## src/rtl/tt_factory_test_seq.sv

```systemverilog
// tt_factory_test_seq: factory-test sequencer for the bidirectional IO pins.
// Runs UP (count-up drive), DOWN (count-down drive with loopback check),
// TURN (all pins released) and, optionally, LISTEN (fold pin data into a
// rotate-XOR signature) before settling in DONE with pass/fail results.
// Optional feature macro: FACTORY_SEQ_LISTEN_EN enables the LISTEN phase;
// without it TURN goes straight to DONE and sig is tied to zero.
module tt_factory_test_seq #(
  parameter int unsigned PHASE_LEN = 256,
  parameter int unsigned TURN_LEN  = 2
) (
  input  logic       clk,
  input  logic       rst,
  input  logic       start,
  input  logic       abort,
  input  logic [7:0] uio_in,
  output logic [7:0] uio_out,
  output logic [7:0] uio_oe,
  output logic [7:0] uo_out,
  output logic       busy,
  output logic       done,
  output logic       pass,
  output logic [7:0] err_count,
  output logic [7:0] sig,
  output logic [2:0] phase
);

  typedef enum logic [2:0] {
    IDLE   = 3'd0,
    UP     = 3'd1,
    DOWN   = 3'd2,
    TURN   = 3'd3,
    LISTEN = 3'd4,
    DONE   = 3'd5
  } state_t;

  localparam logic [8:0] PhaseLast = 9'(PHASE_LEN - 1);
  localparam logic [8:0] TurnLast  = 9'(TURN_LEN - 1);

  state_t     state_q, state_d;
  logic [8:0] pc_q, pc_d;
  logic [7:0] uio_out_q, uio_out_d;
  logic [7:0] uio_oe_q, uio_oe_d;
  logic [7:0] err_q, err_d;
  logic       pass_q, pass_d;
`ifdef FACTORY_SEQ_LISTEN_EN
  logic [7:0] sig_q, sig_d;
`endif

  // State, phase counter, pin registers and result registers.
  always_ff @(posedge clk or posedge rst) begin
    if (rst) begin
      state_q   <= IDLE;
      pc_q      <= 9'd0;
      uio_out_q <= 8'h00;
      uio_oe_q  <= 8'h00;
      err_q     <= 8'h00;
      pass_q    <= 1'b0;
`ifdef FACTORY_SEQ_LISTEN_EN
      sig_q     <= 8'h00;
`endif
    end else begin
      state_q   <= state_d;
      pc_q      <= pc_d;
      uio_out_q <= uio_out_d;
      uio_oe_q  <= uio_oe_d;
      err_q     <= err_d;
      pass_q    <= pass_d;
`ifdef FACTORY_SEQ_LISTEN_EN
      sig_q     <= sig_d;
`endif
    end
  end

  // Next-state and phase counter: pc restarts at every phase entry and
  // parks at zero in IDLE/DONE; abort overrides everything including start.
  always_comb begin
    state_d = state_q;
    pc_d    = pc_q + 9'd1;
    case (state_q)
      IDLE:   if (start) state_d = UP;
      UP:     if (pc_q == PhaseLast) state_d = DOWN;
      DOWN:   if (pc_q == PhaseLast) state_d = TURN;
`ifdef FACTORY_SEQ_LISTEN_EN
      TURN:   if (pc_q == TurnLast) state_d = LISTEN;
      LISTEN: if (pc_q == PhaseLast) state_d = DONE;
`else
      TURN:   if (pc_q == TurnLast) state_d = DONE;
`endif
      DONE:   if (start) state_d = UP;
      default: state_d = IDLE;
    endcase
    if (abort) state_d = IDLE;
    if ((state_d != state_q) || (state_d == IDLE) || (state_d == DONE)) begin
      pc_d = 9'd0;
    end
  end

  // Datapath next values: loopback checking, signature folding, result
  // clearing at UP entry, pass capture at DONE entry, and pin drive derived
  // from the upcoming state so pins are only driven during UP/DOWN.
  always_comb begin
    err_d     = err_q;
    pass_d    = pass_q;
    uio_out_d = 8'h00;
    uio_oe_d  = 8'h00;
`ifdef FACTORY_SEQ_LISTEN_EN
    sig_d     = sig_q;
    if (state_q == LISTEN) begin
      sig_d = {sig_q[6:0], sig_q[7]} ^ uio_in;
    end
`endif
    if (((state_q == UP) || (state_q == DOWN)) && (uio_in != uio_out_q) &&
        (err_q != 8'hFF)) begin
      err_d = err_q + 8'd1;
    end
    if ((state_d == UP) && (state_q != UP)) begin
      err_d  = 8'h00;
      pass_d = 1'b0;
`ifdef FACTORY_SEQ_LISTEN_EN
      sig_d  = 8'h00;
`endif
    end
    if ((state_d == DONE) && (state_q != DONE)) begin
      pass_d = (err_d == 8'h00);
    end
    case (state_d)
      UP: begin
        uio_oe_d  = 8'hFF;
        uio_out_d = pc_d[7:0];
      end
      DOWN: begin
        uio_oe_d  = 8'hFF;
        uio_out_d = 8'hFF - pc_d[7:0];
      end
      default: begin
        uio_oe_d  = 8'h00;
        uio_out_d = 8'h00;
      end
    endcase
  end

  // Status outputs and observation bus selection by current state.
  always_comb begin
    uio_out   = uio_out_q;
    uio_oe    = uio_oe_q;
    err_count = err_q;
    pass      = pass_q;
    phase     = state_q;
    busy      = (state_q == UP) || (state_q == DOWN) ||
                (state_q == TURN) || (state_q == LISTEN);
    done      = (state_q == DONE);
`ifdef FACTORY_SEQ_LISTEN_EN
    sig       = sig_q;
`else
    sig       = 8'h00;
`endif
    case (state_q)
      UP, DOWN: uo_out = uio_out_q;
      TURN:     uo_out = err_q;
      LISTEN:   uo_out = uio_in;
`ifdef FACTORY_SEQ_LISTEN_EN
      DONE:     uo_out = sig_q;
`else
      DONE:     uo_out = err_q;
`endif
      default:  uo_out = 8'h00;
    endcase
  end

endmodule

```

## config.mk

```make
export PLATFORM = sky130hd
export DESIGN_NAME = tt_factory_test_seq
export DESIGN_NICKNAME = d
export VERILOG_FILES = /design/src/rtl/tt_factory_test_seq.sv
export SDC_FILE = /design/constraint.sdc
export NUM_CORES = 1
export LEC_CHECK = 0
export CELL_PAD_IN_SITES_DETAIL_PLACEMENT = 1
export CELL_PAD_IN_SITES_GLOBAL_PLACEMENT = 2
export CORE_ASPECT_RATIO = 0.6
export CORE_MARGIN = 1
export CORE_UTILIZATION = 31
export CTS_CLUSTER_DIAMETER = 120
export DETAILED_ROUTE_END_ITERATION = 16
export PLACE_DENSITY_LB_ADDON = 0.1
export SLEW_MARGIN = 20
export SYNTH_ARGS = -nofsm -noshare
export SYNTH_HDL_FRONTEND = slang
export SYNTH_SLANG_ARGS = --single-unit
```

## constraint.sdc

```tcl
create_clock -name clk -period 4.2 [get_ports clk]
set_input_delay 0.63 -clock clk [delete_from_list [all_inputs] [get_ports clk]]
set_output_delay 0.63 -clock clk [all_outputs]
set_load 0.02 [all_outputs]
```

==> results of run 1 <==
-- cells in the final DEF (no fill, tap or decap), types with 2 or more instances in the layout --
cell	Yosys	routed
ha_1	4	4
dfrtp_1	30	30
clkbuf_8	0	6
nand2_1	7	7
nand2b_1	4	4
nor2_1	32	32
and2_1	2	2
mux2_2	8	8
o31ai_1	2	2
nand3_1	4	4
inv_1	7	7
a22oi_1	9	9
o22ai_1	8	8
xor2_1	4	4
buf_4	16	5
a21oi_1	3	3
and3_1	3	3
xnor2_1	16	16
conb_1	1	8
nor4_1	3	3
mux2i_1	18	18
nand4_1	6	6
o21ai_1	2	2
nor3_1	2	2
clkdlybuf4s50_1	0	49
-- worst reg2reg max path, delay by kind of cell, from the launching register on --
kind / cells / cell delay, ns
AO/OA/AOI/OAI: 5 / 1.44
AND/OR/NAND/NOR: 1 / 0.38
flip-flops: 1 / 0.35
buffers and inverters: 1 / 0.34
XOR/XNOR: 1 / 0.19
-- cell type report --
cell class | count | area, µm²
fill | 731 | 3612
multi-input combinational | 163 | 1135
sequential | 30 | 750.7
timing repair buffer | 54 | 528.0
tap | 84 | 105.1
clock buffer | 7 | 86.33
inverter | 7 | 26.28
clock inverter | 1 | 5.005
-- metal layers --
| metal | GRT usage, % | routed length (µm) | vias up |
|---|---|---|---|
| li1 | - | - | 840 |
| met1 | 31.11 | 3651 | 867 |
| met2 | 25.48 | 2332 | 52 |
| met3 | 4.464 | 285 | 5 |
| met4 | 4.623 | 36 | 0 |
| met5 | 0 | 0 | - |
-- synthesized netlist by cell type, drive strengths merged --
cell / instances / area share [%]
xor2: 4 / 1.7
o31ai: 3 / 1.3
or2: 1 / 0.30
nor4: 3 / 0.91
nand2: 7 / 1.3
o22ai: 8 / 2.4
and3: 3 / 0.91
a21oi: 3 / 0.73
nor3: 3 / 1.3
buf: 20 / 7.3
o311ai: 1 / 0.43
and4: 1 / 0.43
dfrtp: 30 / 36
mux2: 8 / 4.4
o2111ai: 1 / 0.43
mux2i: 18 / 8.8
a31oi: 1 / 0.30
and2: 2 / 0.61
o21ai: 4 / 1.2
clkbuf: 6 / 1.1
or3: 1 / 0.30
o211ai: 1 / 0.36
a311oi: 1 / 0.73
nor2: 32 / 5.8
o22a: 1 / 0.43
a2bb2oi: 1 / 0.43
xnor2: 16 / 6.8
nand4: 6 / 1.8
a22oi: 9 / 3.3
or4: 1 / 0.36
ha: 4 / 2.4
nand3: 4 / 0.97
nand2b: 4 / 1.2
or3b: 1 / 0.43
inv: 7 / 1.3
nor4bb: 1 / 0.49
conb: 1 / 0.18
o31a: 1 / 0.43
-- sequential cells by signal, indices dropped and copies added, names as in the netlist --
register	cells
err_count	8
pass	1
pc_q	9
phase	3
uio_oe	1
uio_out	8
-- logic make-up (layout without fill, tap and decap cells) --
family / count (synthesis) / after routing / share of synthesized area (%)
AND/OR/NAND/NOR: 70 / 70 / 17.14
AO/OA/AOI/OAI: 35 / 35 / 12.46
buffers and inverters: 33 / 69 / 9.666
flip-flops: 30 / 30 / 36.47
multiplexers: 26 / 26 / 13.13
XOR/XNOR: 20 / 20 / 8.510
adder cells (fa/ha/maj): 4 / 4 / 2.432
other: 1 / 8 / 0.1822
-- final timing paths --
kind,start,slack (ns),to
worst max-delay path,phase[1]$_DFF_PP0_,1.07,uo_out[3]
worst min-delay path,pc_q[0]$_DFF_PP0_,0.59,pc_q[0]$_DFF_PP0_
worst max register to register,phase[0]$_DFF_PP0_,1.41,pass$_DFFE_PP0P_
worst min register to register,pc_q[0]$_DFF_PP0_,0.59,pc_q[0]$_DFF_PP0_
max in group asynchronous,rst,3.16,err_count[5]$_DFF_PP0_
min in group asynchronous,rst,0.73,pc_q[8]$_DFF_PP0_
-- stage by stage --
step	hold WS, ns	instances	utilization (%)
floorplan	0.5036	226	-
global placement	0.5654	338	40.73
detailed placement	0.5637	338	40.73
CTS	0.5748	346	42.19
global route	0.6229	346	42.19
finish	0.5870	346	42.19
-- power by group through the flow --
stage          registers [µW]  logic (µW)  clock network [µW]
5_1_grt                   344         237                 275
3_5_place_dp              345         216                   0
6_report                  340         217                 256
2_1_floorplan             353         126                   0
4_1_cts                   340         218                 261
3_3_place_gp              345         220                   0
==> results.sh, run 1 <==
export IMPL_drtAntennaViolNets=0
export IMPL_drive_gt1_share_pct=9.542
export IMPL_antenna_found_initial=0
export IMPL_clk_pin_slew_ns=0.07
export IMPL_start_util_pct=32.94
export IMPL_syn_inst=219
export IMPL_rsz0062_at_grt="false"
export IMPL_worstMarginPinSlew_ns=0.8159
export IMPL_tns_ns=0
export IMPL_antennaDiodeCount=0
export IMPL_fmax_ghz=0.3196
export IMPL_power_leakage_uw=0.001062
export IMPL_post_dp_cell_area_um2=2545
export IMPL_coreArea_um2=6248
export IMPL_ys_seq_elements=30
export IMPL_wl_per_cell_um=18.22
export IMPL_holdPathStages=1
export IMPL_grt_first_pass_wirelength_um=10050
export IMPL_pwr_share_clk_pct=31.5
export IMPL_crit_chain="nor2_1, a22oi_1, o22ai_1, clkdlybuf4s50_1"
export IMPL_grt_max_degree=31
export IMPL_total_power_uw=813.0
export IMPL_cts_resized=0
export IMPL_grt_util_all_layers_pct=19.48
export IMPL_min_path_type="flop to flop"
export IMPL_switching_power_uw=281.3
export IMPL_crit_type="flop to output port"
export IMPL_cp_start_kind="flop"
export IMPL_postCtsSetupRepairBufs=0
export IMPL_gp_congestion=0.7769
export IMPL_dp_hpwl_um=4427
export IMPL_areaGrowthSynthToFinish_pct=28.09
export IMPL_syn_area_um2=2058
export IMPL_fin_crit_sh_pct=74.50
export IMPL_post_place_ws_ns=1.117
export IMPL_cp_slowest_cell="clkdlybuf4s50_1"
export IMPL_synthDistinctLibCells=44
export IMPL_htreeDepth=2
export IMPL_die_area_um2=6980
export IMPL_fin_skew_ns=0.007934
export IMPL_path_delay_family="buffers and inverters"
export IMPL_endpoint_kind="output port"
export IMPL_cts_tree="done"
export IMPL_clock_path_buffers=2
export IMPL_path_depth=4
export IMPL_port_buffers=49
export IMPL_pwr_share_comb_pct=26.7
export IMPL_synth_warnings=0
export IMPL_powerDensity_nw_per_um2=308.4
export IMPL_first_pass_iters=4
export IMPL_cp_arrival_ns=2.50
export IMPL_clk_insertion_delay_late_ns=0.29
export IMPL_reg2reg_depth=8
export IMPL_critPathMaxStageDelay_ns=0.65
export IMPL_p_int_uw=531.6
export IMPL_seq_power_share_pct=41.9
export IMPL_nets=277
export IMPL_via_per_inst=5.098
export IMPL_swShare_pct=34.60
export IMPL_totalWireLength_um=6305
export IMPL_drt_iter0_markers=47
export IMPL_cts_buffers=5
export IMPL_fin_area_um2=2636
export IMPL_avgSynthCellArea_um2=9.398
export IMPL_num_io_pins=58
export IMPL_critical_path_buf_inv_count=1
export IMPL_grt_pass1_vias=1759
export IMPL_maxSlewViolCount=0
export IMPL_setup_viol=0
export IMPL_grt_overflow=0
export IMPL_remaining_drc_errors=0
export IMPL_finalCriticalPeriod_ns=3.129
export IMPL_seq_area_frac_synth_pct=36.47
export IMPL_dieHeight_um=65.12
export IMPL_hold_violations=0
export IMPL_cts_root_buf="clkbuf_8"
export IMPL_status="finished, final reports clean"
export IMPL_ir_worst_vdd_v=0.0002333
export IMPL_postCtsHoldBufs=0
export IMPL_crit_fanout=13
export IMPL_relSlewSlack_pct=45.24
export IMPL_clock_sinks=30
export IMPL_die_x_um=107.2
export IMPL_rows=22
export IMPL_max_cap_violations=0
export IMPL_setup_slack_ns=1.071
export IMPL_vias=1764
export IMPL_worstPathRequired_ns=3.57
Power figures use the tool's default switching activity.
==> inputs of run 2 (changes only) <==
--- a/config.mk
+++ b/config.mk
@@ -9,7 +9,7 @@
 export CELL_PAD_IN_SITES_GLOBAL_PLACEMENT = 2
 export CORE_ASPECT_RATIO = 0.6
 export CORE_MARGIN = 1
-export CORE_UTILIZATION = 31
+export CORE_UTILIZATION = 29
 export CTS_CLUSTER_DIAMETER = 120
 export DETAILED_ROUTE_END_ITERATION = 16
 export PLACE_DENSITY_LB_ADDON = 0.1
==> constraint.sdc (replaced) <==
create_clock -name clk -period 3 [get_ports clk]
set_input_delay 0.45 -clock clk [delete_from_list [all_inputs] [get_ports clk]]
set_output_delay 0.45 -clock clk [all_outputs]
set_load 0.02 [all_outputs]
==> run 2 against run 1 <==
- core utilization shrank 1.4 points
- register-to-register slack worse by 1.0 ns
- sequential power is 39% higher
- wire length is 0.92% lower
- non-clock buffer count rose by 8
- global-route usage fell by 1.6 points
- combinational power is 41% higher
- clock skew fell by 0.0011 ns
==> results.sh, run 2 (synthesized netlist as in run 1, its figures left out) <==
export IMPL_grt_max_degree=31
export IMPL_reg2reg_depth=10
export IMPL_grt_util_all_layers_pct=17.88
export IMPL_port_buffers=49
export IMPL_coreArea_um2=6763
export IMPL_nets=285
export IMPL_drtAntennaViolNets=0
export IMPL_wl_per_cell_um=17.50
export IMPL_fillerInstances=760
export IMPL_clk_insertion_delay_late_ns=0.28
export IMPL_antenna_found_initial=0
export IMPL_ir_worst_vdd_v=0.0001927
export IMPL_crit_chain="inv_1, nor2_1, buf_4, a22oi_1, o22ai_1, clkdlybuf4s50_1"
export IMPL_r2r_slack_ns=0.39
export IMPL_first_pass_iters=4
export IMPL_rows=23
export IMPL_grt_pass1_vias=1839
export IMPL_finalCriticalPeriod_ns=2.786
export IMPL_fin_crit_sh_pct=92.86
export IMPL_htreeDepth=2
export IMPL_postCtsSetupRepairBufs=0
export IMPL_worstPathRequired_ns=2.55
export IMPL_cp_start_kind="flop"
export IMPL_power_leakage_uw=0.001128
export IMPL_areaGrowthSynthToFinish_pct=33.92
export IMPL_post_place_ws_ns=0.3410
export IMPL_hold_violations=0
export IMPL_dieHeight_um=67.26
export IMPL_cp_slowest_cell="clkdlybuf4s50_1"
export IMPL_min_path_type="primary input to asynchronous set/reset pin"
export IMPL_clock_sinks=30
export IMPL_setup_viol=0
export IMPL_gp_congestion=0.7647
export IMPL_cp_arrival_ns=2.34
export IMPL_path_depth=6
export IMPL_cts_resized=0
export IMPL_remaining_drc_errors=0
export IMPL_drive_gt1_share_pct=12.22
export IMPL_clock_path_buffers=2
export IMPL_status="finished, final reports clean"
export IMPL_critPathMaxStageDelay_ns=0.65
export IMPL_totalWireLength_um=6247
export IMPL_grt_overflow=0
export IMPL_num_io_pins=58
export IMPL_crit_fanout=8
export IMPL_total_power_uw=1282
export IMPL_fin_skew_ns=0.006803
export IMPL_layout_commonest_cell="clkdlybuf4s50_1"
export IMPL_die_area_um2=7449
export IMPL_via_per_inst=4.958
export IMPL_grt_first_pass_wirelength_um=10090
export IMPL_postCtsHoldBufs=0
export IMPL_fmax_ghz=0.3590
export IMPL_drt_iter0_markers=97
export IMPL_maxSlewViolCount=0
export IMPL_r2r_end="uio_out[5]$_DFF_PP0_"
export IMPL_top_register="pc_q"
export IMPL_start_util_pct=30.43
export IMPL_crit_type="flop to output port"
export IMPL_critical_path_buf_inv_count=3
export IMPL_clk_pin_slew_ns=0.05
export IMPL_r2r_start="pc_q[0]$_DFF_PP0_"
export IMPL_mostFrequentLayoutCells="clkdlybuf4s50_1, nor2_1, dfrtp_1"
export IMPL_cts_tree="done"
export IMPL_antennaDiodeCount=0
export IMPL_tns_ns=0
export IMPL_crit_start="phase[0]$_DFF_PP0_"
export IMPL_rsz0062_at_grt="false"
export IMPL_path_delay_family="buffers and inverters"
export IMPL_dp_hpwl_um=4760
export IMPL_largest_reg_flops=9
export IMPL_powerDensity_nw_per_um2=465.1
export IMPL_endpoint_kind="output port"
export IMPL_cts_buffers=5
export IMPL_die_x_um=110.8
export IMPL_vias=1770
export IMPL_max_cap_violations=0
export IMPL_worstMarginPinSlew_ns=0.5087
export IMPL_relSlewSlack_pct=66.08
export IMPL_critPathCapture="uo_out[2]"
export IMPL_setup_slack_ns=0.2143
export IMPL_cts_root_buf="clkbuf_16"
run 2: cell types whose count changed in the layout (fill, tap and decap cells not counted), sizes merged:
cell,before,now
buf,5,13
run 2: worst min path at each step:
stage	end	slack, ns	depth (start not counted)
after floorplan	pc_q[0]$_DFF_PP0_	0.50	1
after global placement	pc_q[0]$_DFF_PP0_	0.56	1
after detailed placement	pc_q[0]$_DFF_PP0_	0.56	1
after CTS	pc_q[0]$_DFF_PP0_	0.58	1
after global routing	pc_q[0]$_DFF_PP0_	0.61	1
final	uio_oe[6]$_DFF_PP0_	0.57	3
run 2: through the flow:
step / cell area [µm²] / util [%] / hold WS [ns] / std cells
4_1_cts: 2756 / 40.76 / 0.5786 / 357
2_1_floorplan: 2085 / - / 0.5036 / 226
3_3_place_gp: 2609 / 38.58 / 0.5554 / 349
6_report: 2756 / 40.76 / 0.5691 / 357
5_1_grt: 2756 / 40.76 / 0.6135 / 357
3_5_place_dp: 2609 / 38.58 / 0.5629 / 349
run 2: layer usage:
| layer | vias to the layer above | track usage, % | share of wire [%] |
|---|---|---|---|
| li1 | 858 | - | - |
| met1 | 857 | 26.20 | 55 |
| met2 | 47 | 25.85 | 38 |
| met3 | 8 | 4.668 | 6.0 |
| met4 | 0 | 4.333 | 0.74 |
| met5 | - | 0 | 0 |
run 2: worst register-to-register path: stages (launching register included):
cell and delay (ns):
dfrtp_1 0.43, ha_1 0.25, nand3_1 0.14, nor2_1 0.10, and3_1 0.19, ha_1 0.26, nor2_1 0.14, a31oi_1 0.04
or3_1 0.48, nor2_1 0.27, mux2i_1 0.22
run 2: layout make-up:
cell class / instances / area [µm²] / area share [%]
multi-input combinational: 163 / 1135 / 41.17
sequential: 30 / 750.7 / 27.24
clock inverter: 1 / 5.005 / 0.1816
timing repair buffer: 62 / 588.1 / 21.33
clock buffer: 7 / 142.6 / 5.175
inverter: 7 / 26.28 / 0.9532
tap: 87 / 108.9 / 3.949
run 2: where the power goes:
group          switching, µW  leakage (µW)  internal, µW
clock network            175     0.0000739           328
logic                    170      0.000641           136
registers               43.3      0.000412           429
total                    388       0.00113           893
==> inputs of run 3 (changes only) <==
==> constraint.sdc (replaced) <==
create_clock -name clk -period 2.8 [get_ports clk]
set_input_delay 0.42 -clock clk [delete_from_list [all_inputs] [get_ports clk]]
set_output_delay 0.42 -clock clk [all_outputs]
set_load 0.02 [all_outputs]
==> run 3 against run 2 <==
- design area grew 1.8%
- global-route usage grew 0.35 points
- combinational power grew 22%
- sequential share of layout area shrank 0.47 points
- hold slack lost 0.030 ns
- worst setup slack lost 0.038 ns
- core utilization grew 0.72 points
- clock power grew 23%
- power grew 15%
- first-iteration DRC count shrank 33%
- register-to-register slack lost 0.17 ns
- clock-buffer cell count shrank 1
- largest cell class unchanged
==> results.sh, run 3 (synthesized netlist as in run 1, its figures left out) <==
export IMPL_met1_usage_pct=26.86
export IMPL_dieHeight_um=67.26
export IMPL_fin_util_pct=41.48
export IMPL_dp_cells=353
export IMPL_antenna_found_initial=0
export IMPL_drtAntennaViolNets=0
export IMPL_endpoint_kind="output port"
export IMPL_rsz0062_at_grt="false"
export IMPL_grt_pass1_vias=1875
export IMPL_drive_gt1_share_pct=13.50
export IMPL_port_buffers=49
export IMPL_htreeDepth=2
export IMPL_mostFrequentLayoutCells="clkdlybuf4s50_1, nor2_1, dfrtp_1"
export IMPL_postCtsSetupRepairBufs=0
export IMPL_top_register="pc_q"
export IMPL_met3_usage_pct=4.039
export IMPL_tns_ns=0
export IMPL_dp_hpwl_um=4825
export IMPL_clock_path_buffers=2
export IMPL_ir_worst_vdd_v=0.0003181
export IMPL_totalWireLength_um=6376
export IMPL_clock_sinks=30
export IMPL_cp_start_kind="flop"
export IMPL_cts_tree="done"
export IMPL_seq_power_share_pct=32.8
export IMPL_start_util_pct=30.43
export IMPL_fmax_ghz=0.3811
export IMPL_worstMarginPinSlew_ns=0.5237
export IMPL_setup_viol=0
export IMPL_clk_pin_slew_ns=0.06
export IMPL_grt_overflow=0
export IMPL_layout_commonest_cell="clkdlybuf4s50_1"
export IMPL_vias=1821
export IMPL_status="finished, final reports clean"
export IMPL_num_io_pins=58
export IMPL_drt_iter0_markers=65
export IMPL_coreArea_um2=6763
export IMPL_cts_resized=0
export IMPL_stdcell_count=361
export IMPL_grt_busiest_layer="met1"
export IMPL_grt_max_degree=31
export IMPL_die_area_um2=7449
export IMPL_cts_buffers=5
export IMPL_via_per_inst=5.044
export IMPL_maxSlewViolCount=0
export IMPL_worstPathRequired_ns=2.38
export IMPL_r2r_slack_ns=0.22
export IMPL_antennaDiodeCount=0
export IMPL_wl_per_cell_um=17.66
export IMPL_rows=23
export IMPL_finalCriticalPeriod_ns=2.624
export IMPL_pwr_share_comb_pct=25.3
export IMPL_cp_arrival_ns=2.20
export IMPL_pwr_share_clk_pct=41.9
export IMPL_gp_congestion=0.7762
export IMPL_remaining_drc_errors=0
export IMPL_r2r_end="uio_out[2]$_DFF_PP0_"
export IMPL_crit_fanout=19
export IMPL_crit_type="flop to output port"
export IMPL_fin_skew_ns=0.005119
export IMPL_hold_violations=0
export IMPL_grt_first_pass_wirelength_um=10260
export IMPL_reg2reg_depth=10
export IMPL_use_met2_pct=26.79
export IMPL_swShare_pct=29.35
export IMPL_relSlewSlack_pct=64.96
export IMPL_die_x_um=110.8
export IMPL_switching_power_uw=433.2
export IMPL_first_pass_iters=4
export IMPL_power_leakage_uw=0.001152
export IMPL_powerDensity_nw_per_um2=526.3
export IMPL_clk_insertion_delay_late_ns=0.28
export IMPL_r2r_start="pc_q[0]$_DFF_PP0_"
export IMPL_nets=289
export IMPL_postCtsHoldBufs=0
export IMPL_min_path_type="primary input to asynchronous set/reset pin"
export IMPL_fin_crit_sh_pct=93.71
export IMPL_grt_util_all_layers_pct=18.23
export IMPL_p_int_uw=1043
export IMPL_cts_root_buf="clkbuf_16"
export IMPL_largest_reg_flops=9
export IMPL_areaGrowthSynthToFinish_pct=36.29
export IMPL_max_cap_violations=0
==> run 3: metal layers <==
layer | wire [µm] | part of all wire (%)
met2 | 2535 | 40
met4 | 55 | 0.86
met5 | 0 | 0
met3 | 332 | 5.2
met1 | 3453 | 54
==> run 3: worst max path at each step <==
stage,from,end,slack (ns),cells past startpoint
floorplan,err_count[0]$_DFF_PP0_,pass$_DFFE_PP0P_,0.38,8
finish,phase[0]$_DFF_PP0_,uo_out[2],0.18,5
global route,pc_q[0]$_DFF_PP0_,pass$_DFFE_PP0P_,0.06,10
detailed placement,uio_in[2],pass$_DFFE_PP0P_,0.20,9
CTS,phase[0]$_DFF_PP0_,uo_out[2],0.17,5
global placement,pc_q[0]$_DFF_PP0_,uio_out[0]$_DFF_PP0_,0.23,10
==> run 3: metrics by stage <==
stage               hold WS (ns)  power (µW)  cell area, µm²  setup slack [ns]
floorplan                 0.4899       718.9            2085            0.3789
global placement          0.5472       864.9            2639            0.2332
detailed placement        0.5474       866.1            2639            0.2017
CTS                       0.5566        1493            2805            0.1709
global route              0.5812        1546            2805           0.06031
finish                    0.5388        1476            2805            0.1760
==> run 3: layout make-up <==
class / count / area [µm²]
well taps: 87 / 108.9
inverters: 7 / 26.28
clock inverters: 2 / 37.54
repair buffers: 66 / 618.1
flip-flops and latches: 30 / 750.7
fillers: 760 / 3958
clock buffers: 6 / 128.9
multi-input cells: 163 / 1135
==> run 3: critical path, cell delays in order (launching register included) <==
cell,delay (ns)
dfrtp_1,0.39
buf_4,0.30
mux2_2,0.38
a22oi_1,0.17
o22ai_1,0.10
clkdlybuf4s50_1,0.58
==> run 3: power by group through the flow <==
stage | Clock (µW) | Combinational [µW] | Sequential [µW]
finish | 618 | 373 | 485
global route | 650 | 406 | 490
CTS | 631 | 376 | 486
detailed placement | 0 | 373 | 493
global placement | 0 | 372 | 493
floorplan | 0 | 189 | 530
